## config.mk

```make
export PLATFORM = sky130hd
export DESIGN_NAME = alu_op_sequencer
export DESIGN_NICKNAME = d
export VERILOG_FILES = /design/src/rtl/alu_pkg.sv /design/src/rtl/btn_debounce.sv /design/src/rtl/alu_op_sequencer.sv
export SDC_FILE = /design/constraint.sdc
export NUM_CORES = 1
export LEC_CHECK = 0
export CAP_MARGIN = 20
export CORE_ASPECT_RATIO = 0.8
export CORE_UTILIZATION = 35
export CTS_CLUSTER_SIZE = 20
export DETAILED_ROUTE_END_ITERATION = 16
export HOLD_SLACK_MARGIN = 0.05
export PLACE_DENSITY = 0.56
export SYNTH_ARGS = -nofsm -noshare
export SYNTH_HDL_FRONTEND = slang
export SYNTH_SLANG_ARGS = --single-unit
```

## constraint.sdc

```tcl
create_clock -name clk -period 1.8 [get_ports clk]
set_input_delay 0.36 -clock clk [delete_from_list [all_inputs] [get_ports clk]]
set_output_delay 0.36 -clock clk [all_outputs]
set_load 0.03 [all_outputs]
```

## src/rtl/alu_pkg.sv

```systemverilog
// Types shared by the ALU, its operand sequencer and their benches.
package alu_pkg;

    typedef enum logic [3:0] {
        OP_NONE = 4'd0,
        OP_ADD  = 4'd1,
        OP_SUB  = 4'd2,
        OP_MUL  = 4'd3,
        OP_DIV  = 4'd4,
        OP_MOD  = 4'd5,
        OP_AND  = 4'd6,
        OP_OR   = 4'd7,
        OP_XOR  = 4'd8
    } op_t;

    typedef enum logic [2:0] {
        ST_A    = 3'd0,
        ST_B    = 3'd1,
        ST_OP   = 3'd2,
        ST_EXEC = 3'd3,
        ST_SHOW = 3'd4
    } seq_state_t;

    function automatic logic op_is_valid(op_t op);
        return (op >= OP_ADD) && (op <= OP_XOR);
    endfunction

endpackage

```

## src/rtl/btn_debounce.sv

```systemverilog
// Push-button conditioner: 2-FF synchronizer, stability counter, rising-edge pulse.
module btn_debounce #(
    parameter int DEBOUNCE_CYCLES = 4
) (
    input  logic clk,
    input  logic rst,
    input  logic raw,
    output logic pulse
);

    localparam int CW = (DEBOUNCE_CYCLES > 1) ? $clog2(DEBOUNCE_CYCLES) : 1;
    localparam logic [CW-1:0] CNT_MAX = CW'(DEBOUNCE_CYCLES - 1);

    logic [1:0]    sync;
    logic [CW-1:0] cnt;
    logic          level;

    always_ff @(posedge clk) begin
        if (rst) begin
            sync  <= '0;
            cnt   <= '0;
            level <= 1'b0;
            pulse <= 1'b0;
        end else begin
            sync  <= {sync[0], raw};
            pulse <= 1'b0;
            if (sync[1] == level) begin
                cnt <= '0;
            end else if (cnt == CNT_MAX) begin
                // level has differed for DEBOUNCE_CYCLES samples in a row
                level <= ~level;
                cnt   <= '0;
                pulse <= ~level;
            end else begin
                cnt <= cnt + 1'b1;
            end
        end
    end

endmodule

```

## src/rtl/alu_op_sequencer.sv

```systemverilog
// Operand/opcode entry stage for the board ALU: debounced buttons step A -> B -> OP -> EXEC -> SHOW.
module alu_op_sequencer
    import alu_pkg::*;
#(
    parameter int WIDTH           = 4,
    parameter int DEBOUNCE_CYCLES = 4
) (
    input  logic             clk,
    input  logic             rst,
    input  logic [WIDTH-1:0] sw,
    input  logic [3:0]       op_sw,
    input  logic             cin_sw,
    input  logic             btn_enter,
    input  logic             btn_cancel,
    input  logic [WIDTH-1:0] alu_S,
    input  logic             alu_Cout,
    output logic [WIDTH-1:0] A,
    output logic [WIDTH-1:0] B,
    output logic             Cin,
    output logic             boton0,
    output logic             boton1,
    output logic             boton2,
    output logic             boton3,
    output logic [WIDTH-1:0] result,
    output logic             result_cout,
    output logic             result_valid,
    output logic             op_error,
    output logic [2:0]       state_dbg
);

    localparam int NUM_BTN = 2;

    logic [NUM_BTN-1:0] btn_raw, btn_pulse;
    logic               enter_p, cancel_p;

    assign btn_raw  = {btn_cancel, btn_enter};
    assign enter_p  = btn_pulse[0];
    assign cancel_p = btn_pulse[1];

    for (genvar i = 0; i < NUM_BTN; i++) begin : g_btn
        btn_debounce #(.DEBOUNCE_CYCLES(DEBOUNCE_CYCLES)) u_db (
            .clk   (clk),
            .rst   (rst),
            .raw   (btn_raw[i]),
            .pulse (btn_pulse[i])
        );
    end

    logic [1:0][WIDTH-1:0] sw_sync;
    logic [1:0][3:0]       op_sync;
    logic [1:0]            cin_sync;
    logic [WIDTH-1:0]      sw_s;
    logic [3:0]            op_s;
    logic                  cin_s;

    always_ff @(posedge clk) begin
        if (rst) begin
            sw_sync  <= '0;
            op_sync  <= '0;
            cin_sync <= '0;
        end else begin
            sw_sync  <= {sw_sync[0], sw};
            op_sync  <= {op_sync[0], op_sw};
            cin_sync <= {cin_sync[0], cin_sw};
        end
    end

    assign sw_s  = sw_sync[1];
    assign op_s  = op_sync[1];
    assign cin_s = cin_sync[1];

    seq_state_t state, state_nx;
    logic       op_ok;
    logic [3:0] op_q;

    assign op_ok = op_is_valid(op_t'(op_s));

    always_ff @(posedge clk) begin
        if (rst) state <= ST_A;
        else     state <= state_nx;
    end

    always_comb begin
        state_nx = state;
        if (cancel_p) begin
            state_nx = ST_A;
        end else begin
            case (state)
                ST_A:    if (enter_p) state_nx = ST_B;
                ST_B:    if (enter_p) state_nx = ST_OP;
                ST_OP:   if (enter_p && op_ok) state_nx = ST_EXEC;
                ST_EXEC: state_nx = ST_SHOW;
                ST_SHOW: if (enter_p) state_nx = ST_A;
                default: state_nx = ST_A;
            endcase
        end
    end

    // op_q doubles as the ALU opcode lines: nonzero only from EXEC through SHOW
    always_ff @(posedge clk) begin
        if (rst) begin
            A           <= '0;
            B           <= '0;
            Cin         <= 1'b0;
            op_q        <= '0;
            result      <= '0;
            result_cout <= 1'b0;
            op_error    <= 1'b0;
        end else if (cancel_p) begin
            op_q     <= '0;
            op_error <= 1'b0;
        end else begin
            case (state)
                ST_A: if (enter_p) A <= sw_s;
                ST_B: if (enter_p) B <= sw_s;
                ST_OP: begin
                    if (enter_p && op_ok) begin
                        op_q     <= op_s;
                        Cin      <= cin_s;
                        op_error <= 1'b0;
                    end else if (enter_p) begin
                        op_error <= 1'b1;
                    end
                end
                ST_EXEC: begin
                    result      <= alu_S;
                    result_cout <= alu_Cout;
                end
                ST_SHOW: if (enter_p) op_q <= '0;
                default: ;
            endcase
        end
    end

    assign {boton3, boton2, boton1, boton0} = op_q;
    assign result_valid = (state == ST_SHOW);
    assign state_dbg    = state;

endmodule

```

==> results.toml, run 1 <==
[clock_tree]
cts_tree = "built"
h-tree-depth = 2
cts_buffers = 5
cts_buffer_depth = 2
cts_resized = 2
cts-root-buf = "clkbuf_8"
cts_hold_buffers = 0
clk_pin_slew_ns = 0.09
cts_setup_buffers = 0
clock_sinks = 52
clock_latency_ns = 0.30

[global_route]
grt_usage_pct = 12.45
grt_pass1_wl_um = 5168
overflow = 0
antenna_found_initial = 0
grt_pass1_vias = 1120
grt_max_degree = 27

[worst_setup_path]
path_max_fanout = 2
cp_top_family = "buffers and inverters"
crit_chain = "clkdlybuf4s50_1"
crit_slowest_cell = "clkdlybuf4s50_1"
crit_required_ns = 1.44
path_buf_inv = 1
crit_path_start_kind = "register"
max_stage_delay_ns = 0.68
worst-setup-path-type = "reg -> out"
r2r_setup_slack_ns = 0.30
arrival_ns = 1.34
cp-end-kind = "output port"

[route]
drt-total-wl_um = 3234
drtIter0Drc = 45
vias = 1228
viasPerCell = 4.515
drtAntennaViolNets = 0
first_pass_iters = 4
drc = 0
wl_per_cell_um = 11.89

[yosys]
yosys.area.top_type = "dfxtp_1"
synth_area_um2 = 1838
yosysSeqAreaShare_pct = 56.64
ys_seq_elements = 52
ys_top_cells_by_area = "dfxtp_1 (57%), mux2i_1 (11%), nor2b_1 (8.2%)"
synth_cell_types = 28
netlist.area_leader.share_pct = 56.64
ys_warn_count = 0
synthCells = 167
syn_nets = 187
avgSynthCellArea_um2 = 11.01

[placement]
dpl.hpwl_um = 2434
gp_congestion = 0.8319
io_buffers = 40
dp_worst_setup_slack_ns = 0.1508

[die]
die_area_um2 = 5547
start_util_pct = 36.50
die_width_um = 83.02
io_pins = 41
core.rowCount = 23
die_y_um = 66.82
core-area_um2 = 5036

[finish]
fillCellCount = 465
layout_commonest_cell = "dfxtp_1"
diodes = 0
nets = 229
drive_gt1_share_pct = 9.048
final_cell_mix = "dfxtp_1 (52), clkdlybuf4s50_1 (37), nor2b_1 (24)"
final_core_utilization_pct = 47.35
syn_to_final_growth_pct = 29.75

[power_and_ir_drop]
p_clk_share_pct = 35.0
power_frac_seq_pct = 60.5
combPwrFrac_pct = 4.5
switching_share_pct = 21.32
power_leakage_uw = 0.0009346
power_density_nw_per_um2 = 821.3
switchingPower_uw = 417.6
p_int_uw = 1541
vdd_ir_drop_max_mv = 0.4426

[timing]
slew_violations = 0
rsz0062_at_grt = "no"
setup_ws_ns = 0.1006
tightest_slew_ns = 0.4355
finalSetupTns_ns = 0
setup_viol = 0
fmax_mhz = 588.4
finalHoldViolations = 0
fin_crit_sh_pct = 94.41
hold_ws_ns = 0.4289
slew_headroom_pct = 70.92
final.min_clock_period_ns = 1.699
skew_ns = 0.002467

[outcome]
status = "finished, final reports clean"

[hold_path]
hold_path_class = "reg -> reg"

[flow_run]
maxCapViolations = 0
synthesized netlist by cell type:
cell       instances
nand4bb_1          1
nor2_1            23
dfxtp_1           52
nor3_4             1
ha_1               2
a2bb2oi_1          1
nand3b_1           2
nand3_1            1
nor4bb_1           2
a2111oi_2          1
nand2_1           10
mux2i_1           21
xnor2_1            2
nor3_2             1
or3_1              2
buf_6              4
a21oi_2            1
nor4_2             2
inv_1              3
nor3b_1            1
clkbuf_1           3
buf_4              1
nor2b_1           24
a2111oi_1          1
nor4_1             1
o21ai_1            1
o31a_1             1
nor3_1             2
flip-flops by register name, summed over array words and instances (netlist names):
signal	count
A	4
B	4
Cin	1
cin_sync	2
g_btn.u_db.cnt	4
g_btn.u_db.level	2
g_btn.u_db.pulse	2
g_btn.u_db.sync	4
op_error	1
op_q	4
op_s	4
op_sync	4
result	4
result_cout	1
state_dbg	3
sw_s	4
sw_sync	4
logic make-up after synthesis:
logic type               after synthesis  share of synthesized area (%)
AO/OA/AOI/OAI                          6                          3.063
buffers and inverters                 11                          4.084
flip-flops                            52                          56.64
adder cells (fa/ha/maj)                2                          1.361
AND/OR/NAND/NOR                       73                          22.46
multiplexers                          21                          11.44
XOR/XNOR                               2                         0.9532
power groups by stage:
stage                     clock network [µW]  registers [µW]  logic, µW
after floorplan                            0            1210       44.8
after global routing                     759            1190       97.8
after detailed placement                   0            1210       90.4
after CTS                                712            1180       90.4
after global placement                     0            1210       87.5
final                                    685            1180       88.7
area by class of cell:
cell class	instances	area (µm²)	area share [%]
clock buffer	6	82.58	3.463
clock inverter	2	15.01	0.6296
inverter	3	11.26	0.4722
multi-input combinational	104	726.9	30.48
sequential	52	1041	43.65
tap	62	77.57	3.253
timing repair buffer	43	430.4	18.05
per-layer routing:
metal / GRT usage [%] / routed length [µm]
met1: 14.74 / 1553
met2: 19.47 / 1423
met3: 5.204 / 193
met4: 6.466 / 63
met5: 0 / 0
metrics by stage:
stage          total power (µW)  std cells  cell area [µm²]
6_report                   1959        272             2385
5_1_grt                    2043        272             2385
4_1_cts                    1987        272             2385
3_3_place_gp               1298        264             2290
3_5_place_dp               1302        264             2290
2_1_floorplan              1253        167             1843
worst paths after layout:
path,endpoint,start,depth (start not counted)
worst max-delay path,boton2,op_q[2]$_SDFFE_PP0P_,1
worst min-delay path,g_btn[1].u_db.cnt[0]$_SDFF_PP0_,g_btn[1].u_db.cnt[0]$_SDFF_PP0_,1
worst max register to register,Cin$_SDFFE_PP0P_,state_dbg[0]$_SDFFE_PP0P_,4
worst min register to register,g_btn[1].u_db.cnt[0]$_SDFF_PP0_,g_btn[1].u_db.cnt[0]$_SDFF_PP0_,1
(Power assumes the default switching activity.)
==> run 2: changes to the inputs <==
- PLACE_DENSITY: 0.56 -> 0.64
==> results.toml, run 2 (synthesis gave the netlist of run 1 again) <==
[global_route]
overflow = 0
grt_usage_pct = 11.41
grt_pass1_vias = 1126
grt_pass1_wl_um = 4947
grt_max_degree = 22
antenna_found_initial = 0

[timing]
hold_ws_ns = 0.4303
fmax_mhz = 593.1
finalHoldViolations = 0
fin_crit_sh_pct = 93.66
skew_ns = 0.01018
setup_viol = 0
finalSetupTns_ns = 0
slew_headroom_pct = 71.70
tightest_slew_ns = 0.4210
rsz0062_at_grt = "no"
final.min_clock_period_ns = 1.686
slew_violations = 0

[flow_run]
maxCapViolations = 0

[worst_setup_path]
worst-setup-path-type = "reg -> out"
arrival_ns = 1.33
ff2ff_path_depth = 4
cp-end-kind = "output port"
cp.depth = 1
cp_top_family = "buffers and inverters"
crit_slowest_cell = "clkdlybuf4s50_1"
crit_path_start_kind = "register"
max_stage_delay_ns = 0.68
path_max_fanout = 2
crit_chain = "clkdlybuf4s50_1"
crit_required_ns = 1.44
path_buf_inv = 1

[die]
start_util_pct = 36.50
core-area_um2 = 5036
die_width_um = 83.02
io_pins = 41
die_y_um = 66.82
die_area_um2 = 5547
core.rowCount = 23

[placement]
gp_congestion = 0.7257
io_buffers = 40
dp_cells = 266
dpl.hpwl_um = 2082
post_dp_cell_area_um2 = 2292

[finish]
layout_commonest_cell = "dfxtp_1"
regArea_um2 = 1042
diodes = 0
layout.cells.non_filler = 274
multi_input_area_um2 = 726.9
drive_gt1_share_pct = 10.38
syn_to_final_growth_pct = 29.48
final_cell_mix = "dfxtp_1 (51), clkdlybuf4s50_1 (36), nor2b_1 (24)"
fillCellCount = 497
stdcell_area_um2 = 2380
nets = 231

[clock_tree]
h-tree-depth = 2
cts_tree = "built"
cts_buffer_depth = 2
clock_latency_ns = 0.30
cts_buffers = 5
clk_pin_slew_ns = 0.10
cts-root-buf = "clkbuf_8"
clock_sinks = 52

[power_and_ir_drop]
finalPower_uw = 1915
vdd_ir_drop_max_mv = 0.3448
power_density_nw_per_um2 = 804.9
power_leakage_uw = 0.0009462

[outcome]
status = "finished, final reports clean"

[hold_path]
worstHoldPathCells = 1
hold_path_class = "reg -> reg"

[route]
vias = 1209
drt-total-wl_um = 2836
drc = 0
drtAntennaViolNets = 0
viasPerCell = 4.412
first_pass_iters = 4
drtIter0Drc = 71
wl_per_cell_um = 10.35
==> run 2: routing by layer <==
layer	share of wire (%)	track usage, %	routed length, µm
met5	0	0	0
met4	0.60	5.172	17
met3	4.7	3.470	132
met2	43	17.32	1212
met1	52	14.96	1473
==> run 2: repair_timing <==
action,in CTS,in global routing
resized for setup,3,1
endpoints found under the setup margin,3,1
hold buffers,0,0
setup buffers,0,0
==> run 2: power breakdown <==
part / leakage [µW] / switching [µW] / internal, µW / total [µW]
Clock: 0.0000445 / 369 / 276 / 645
Sequential: 0.000424 / 9.72 / 1170 / 1180
Combinational: 0.000477 / 31.8 / 55.5 / 87.3
Total: 0.000946 / 410 / 1510 / 1920
==> run 2: final cells by class <==
| class | instances | area share [%] |
|---|---|---|
| Inverter | 3 | 0.4732 |
| Sequential cell | 52 | 43.80 |
| Clock inverter | 3 | 0.8938 |
| Clock buffer | 5 | 2.892 |
| Tap cell | 62 | 3.260 |
| Timing Repair Buffer | 45 | 18.14 |
| Multi-Input combinational cell | 104 | 30.55 |
==> run 2: stage by stage <==
| stage | util, % | worst slack, ns |
|---|---|---|
| 6_report | 47.25 | 0.1141 |
| 5_1_grt | 47.25 | 0.04822 |
| 4_1_cts | 47.23 | 0.08947 |
| 3_5_place_dp | 45.52 | 0.09579 |
| 3_3_place_gp | 45.52 | 0.1107 |
| 2_1_floorplan | - | 0.1865 |
==> run 2: path summary, 6_finish.rpt <==
check | start | end | slack [ns]
setup / recovery | Cin$_SDFFE_PP0P_ | Cin | 0.11
hold / removal | g_btn[0].u_db.cnt[0]$_SDFF_PP0_ | g_btn[0].u_db.cnt[0]$_SDFF_PP0_ | 0.43
setup reg to reg | state_dbg[0]$_SDFFE_PP0P_ | Cin$_SDFFE_PP0P_ | 0.33
hold reg to reg | g_btn[0].u_db.cnt[0]$_SDFF_PP0_ | g_btn[0].u_db.cnt[0]$_SDFF_PP0_ | 0.43
==> run 2: worst register-to-register path, cell delays in order, from the launching register on <==
cell and delay (ns):
dfxtp_1 0.41, nand4bb_1 0.32, nor4_2 0.37, mux2i_1 0.22
nor2_1 0.05
==> run 3: changes to the inputs <==
==> constraint.sdc (replaced) <==
create_clock -name clk -period 1.8 [get_ports clk]
set_input_delay 0.54 -clock clk [delete_from_list [all_inputs] [get_ports clk]]
set_output_delay 0.54 -clock clk [all_outputs]
set_load 0.03 [all_outputs]
==> results.toml, run 3 (synthesis gave the netlist of run 1 again) <==
[finish]
nets = 232
drive_gt1_share_pct = 10.33
syn_to_final_growth_pct = 30.29
layout.cells.non_filler = 275
diodes = 0
layout_commonest_cell = "dfxtp_1"
stdcell_area_um2 = 2395
final_cell_mix = "dfxtp_1 (52), nor2b_1 (24), nor2_1 (23)"

[route]
drtIter0Drc = 35
wl_per_cell_um = 10.88
viasPerCell = 4.433
vias = 1219
drt-total-wl_um = 2992
first_pass_iters = 4
drc = 0
drtAntennaViolNets = 0

[worst_setup_path]
worst-setup-path-type = "reg -> out"
crit_required_ns = 1.26
arrival_ns = 1.17
path_max_fanout = 7
crit_path_start_kind = "register"
cp-end-kind = "output port"

[clock_tree]
cts_buffer_depth = 2
cts_tree = "built"
clock_sinks = 52
cts_hold_buffers = 0
clock_latency_ns = 0.31
cts_buffers = 5
clk_pin_slew_ns = 0.08
cts_setup_buffers = 0
h-tree-depth = 2
cts-root-buf = "clkbuf_8"

[die]
core-area_um2 = 5036
die_area_um2 = 5547
die_width_um = 83.02
core.rowCount = 23
die_y_um = 66.82
start_util_pct = 36.50
io_pins = 41

[power_and_ir_drop]
power_density_nw_per_um2 = 803.9
power_leakage_uw = 0.001045
vdd_ir_drop_max_mv = 0.4887

[timing]
final.min_clock_period_ns = 1.710
tightest_slew_ns = 0.4333
slew_violations = 0
fmax_mhz = 584.8
rsz0062_at_grt = "no"
finalSetupTns_ns = 0
fin_crit_sh_pct = 95.00
skew_ns = 0.009522
slew_headroom_pct = 70.87
setup_viol = 0
hold_ws_ns = 0.4228
finalHoldViolations = 0
setup_ws_ns = 0.08999

[global_route]
grt_pass1_wl_um = 5119
grt_max_degree = 31
grt_pass1_vias = 1116
grt_usage_pct = 12.25
antenna_found_initial = 0
overflow = 0

[placement]
io_buffers = 40
post_dp_cell_area_um2 = 2322
gp_congestion = 0.7423
dpl.hpwl_um = 2101
dp_cells = 267
dp_worst_setup_slack_ns = 0.001276

[flow_run]
maxCapViolations = 0

[outcome]
status = "finished, final reports clean"

[hold_path]
hold_path_class = "reg -> reg"
==> run 3: worst max-delay path, cell delays in order (launching register included) <==
cell	delay (ns)
dfxtp_1	0.31
buf_4	0.16
nor3b_4	0.24
buf_6	0.16
==> run 3: cell type report <==
| cell class | count | area [µm²] |
|---|---|---|
| multi-input cells | 104 | 733.2 |
| fillers | 486 | 2641 |
| repair buffers | 46 | 442.9 |
| clock buffers | 6 | 72.57 |
| flip-flops and latches | 52 | 1041 |
| clock inverters | 2 | 16.27 |
| well taps | 62 | 77.57 |
| inverters | 3 | 11.26 |
==> run 3: repair_timing <==
action	in CTS	in global routing
hold endpoints to repair	0	0
setup endpoints to repair	21	1
pin swaps	0	1
resized for setup	21	2
==> run 3: metal layers <==
layer | share of wire, % | GRT usage (%) | vias up | wire [µm]
met1 | 52 | 15.78 | 532 | 1544
met5 | 0 | 0 | - | 0
met3 | 5.5 | 3.594 | 8 | 164
li1 | - | - | 645 | -
met4 | 2.7 | 8.405 | 0 | 82
met2 | 40 | 17.73 | 34 | 1200
==> run 3: path summary, 6_finish.rpt <==
kind / endpoint / cells past startpoint / slack [ns] / start
max: result_valid / 3 / 0.09 / state_dbg[1]$_SDFFE_PP0P_
min: g_btn[0].u_db.cnt[0]$_SDFF_PP0_ / 1 / 0.42 / g_btn[0].u_db.cnt[0]$_SDFF_PP0_
max reg2reg: Cin$_SDFFE_PP0P_ / 5 / 0.28 / state_dbg[0]$_SDFFE_PP0P_
min reg2reg: g_btn[0].u_db.cnt[0]$_SDFF_PP0_ / 1 / 0.42 / g_btn[0].u_db.cnt[0]$_SDFF_PP0_
==> run 3: stage by stage <==
stage | util, % | power (µW)
final | 47.55 | 1925
after global routing | 47.55 | 2012
after CTS | 47.35 | 1946
after detailed placement | 46.11 | 1305
after global placement | 46.11 | 1304
after floorplan | - | 1253
==> run 3: where the power goes <==
group	internal, µW	switching (µW)
Combinational	59.9	34.0
Sequential	1170	10.3
Clock	277	371
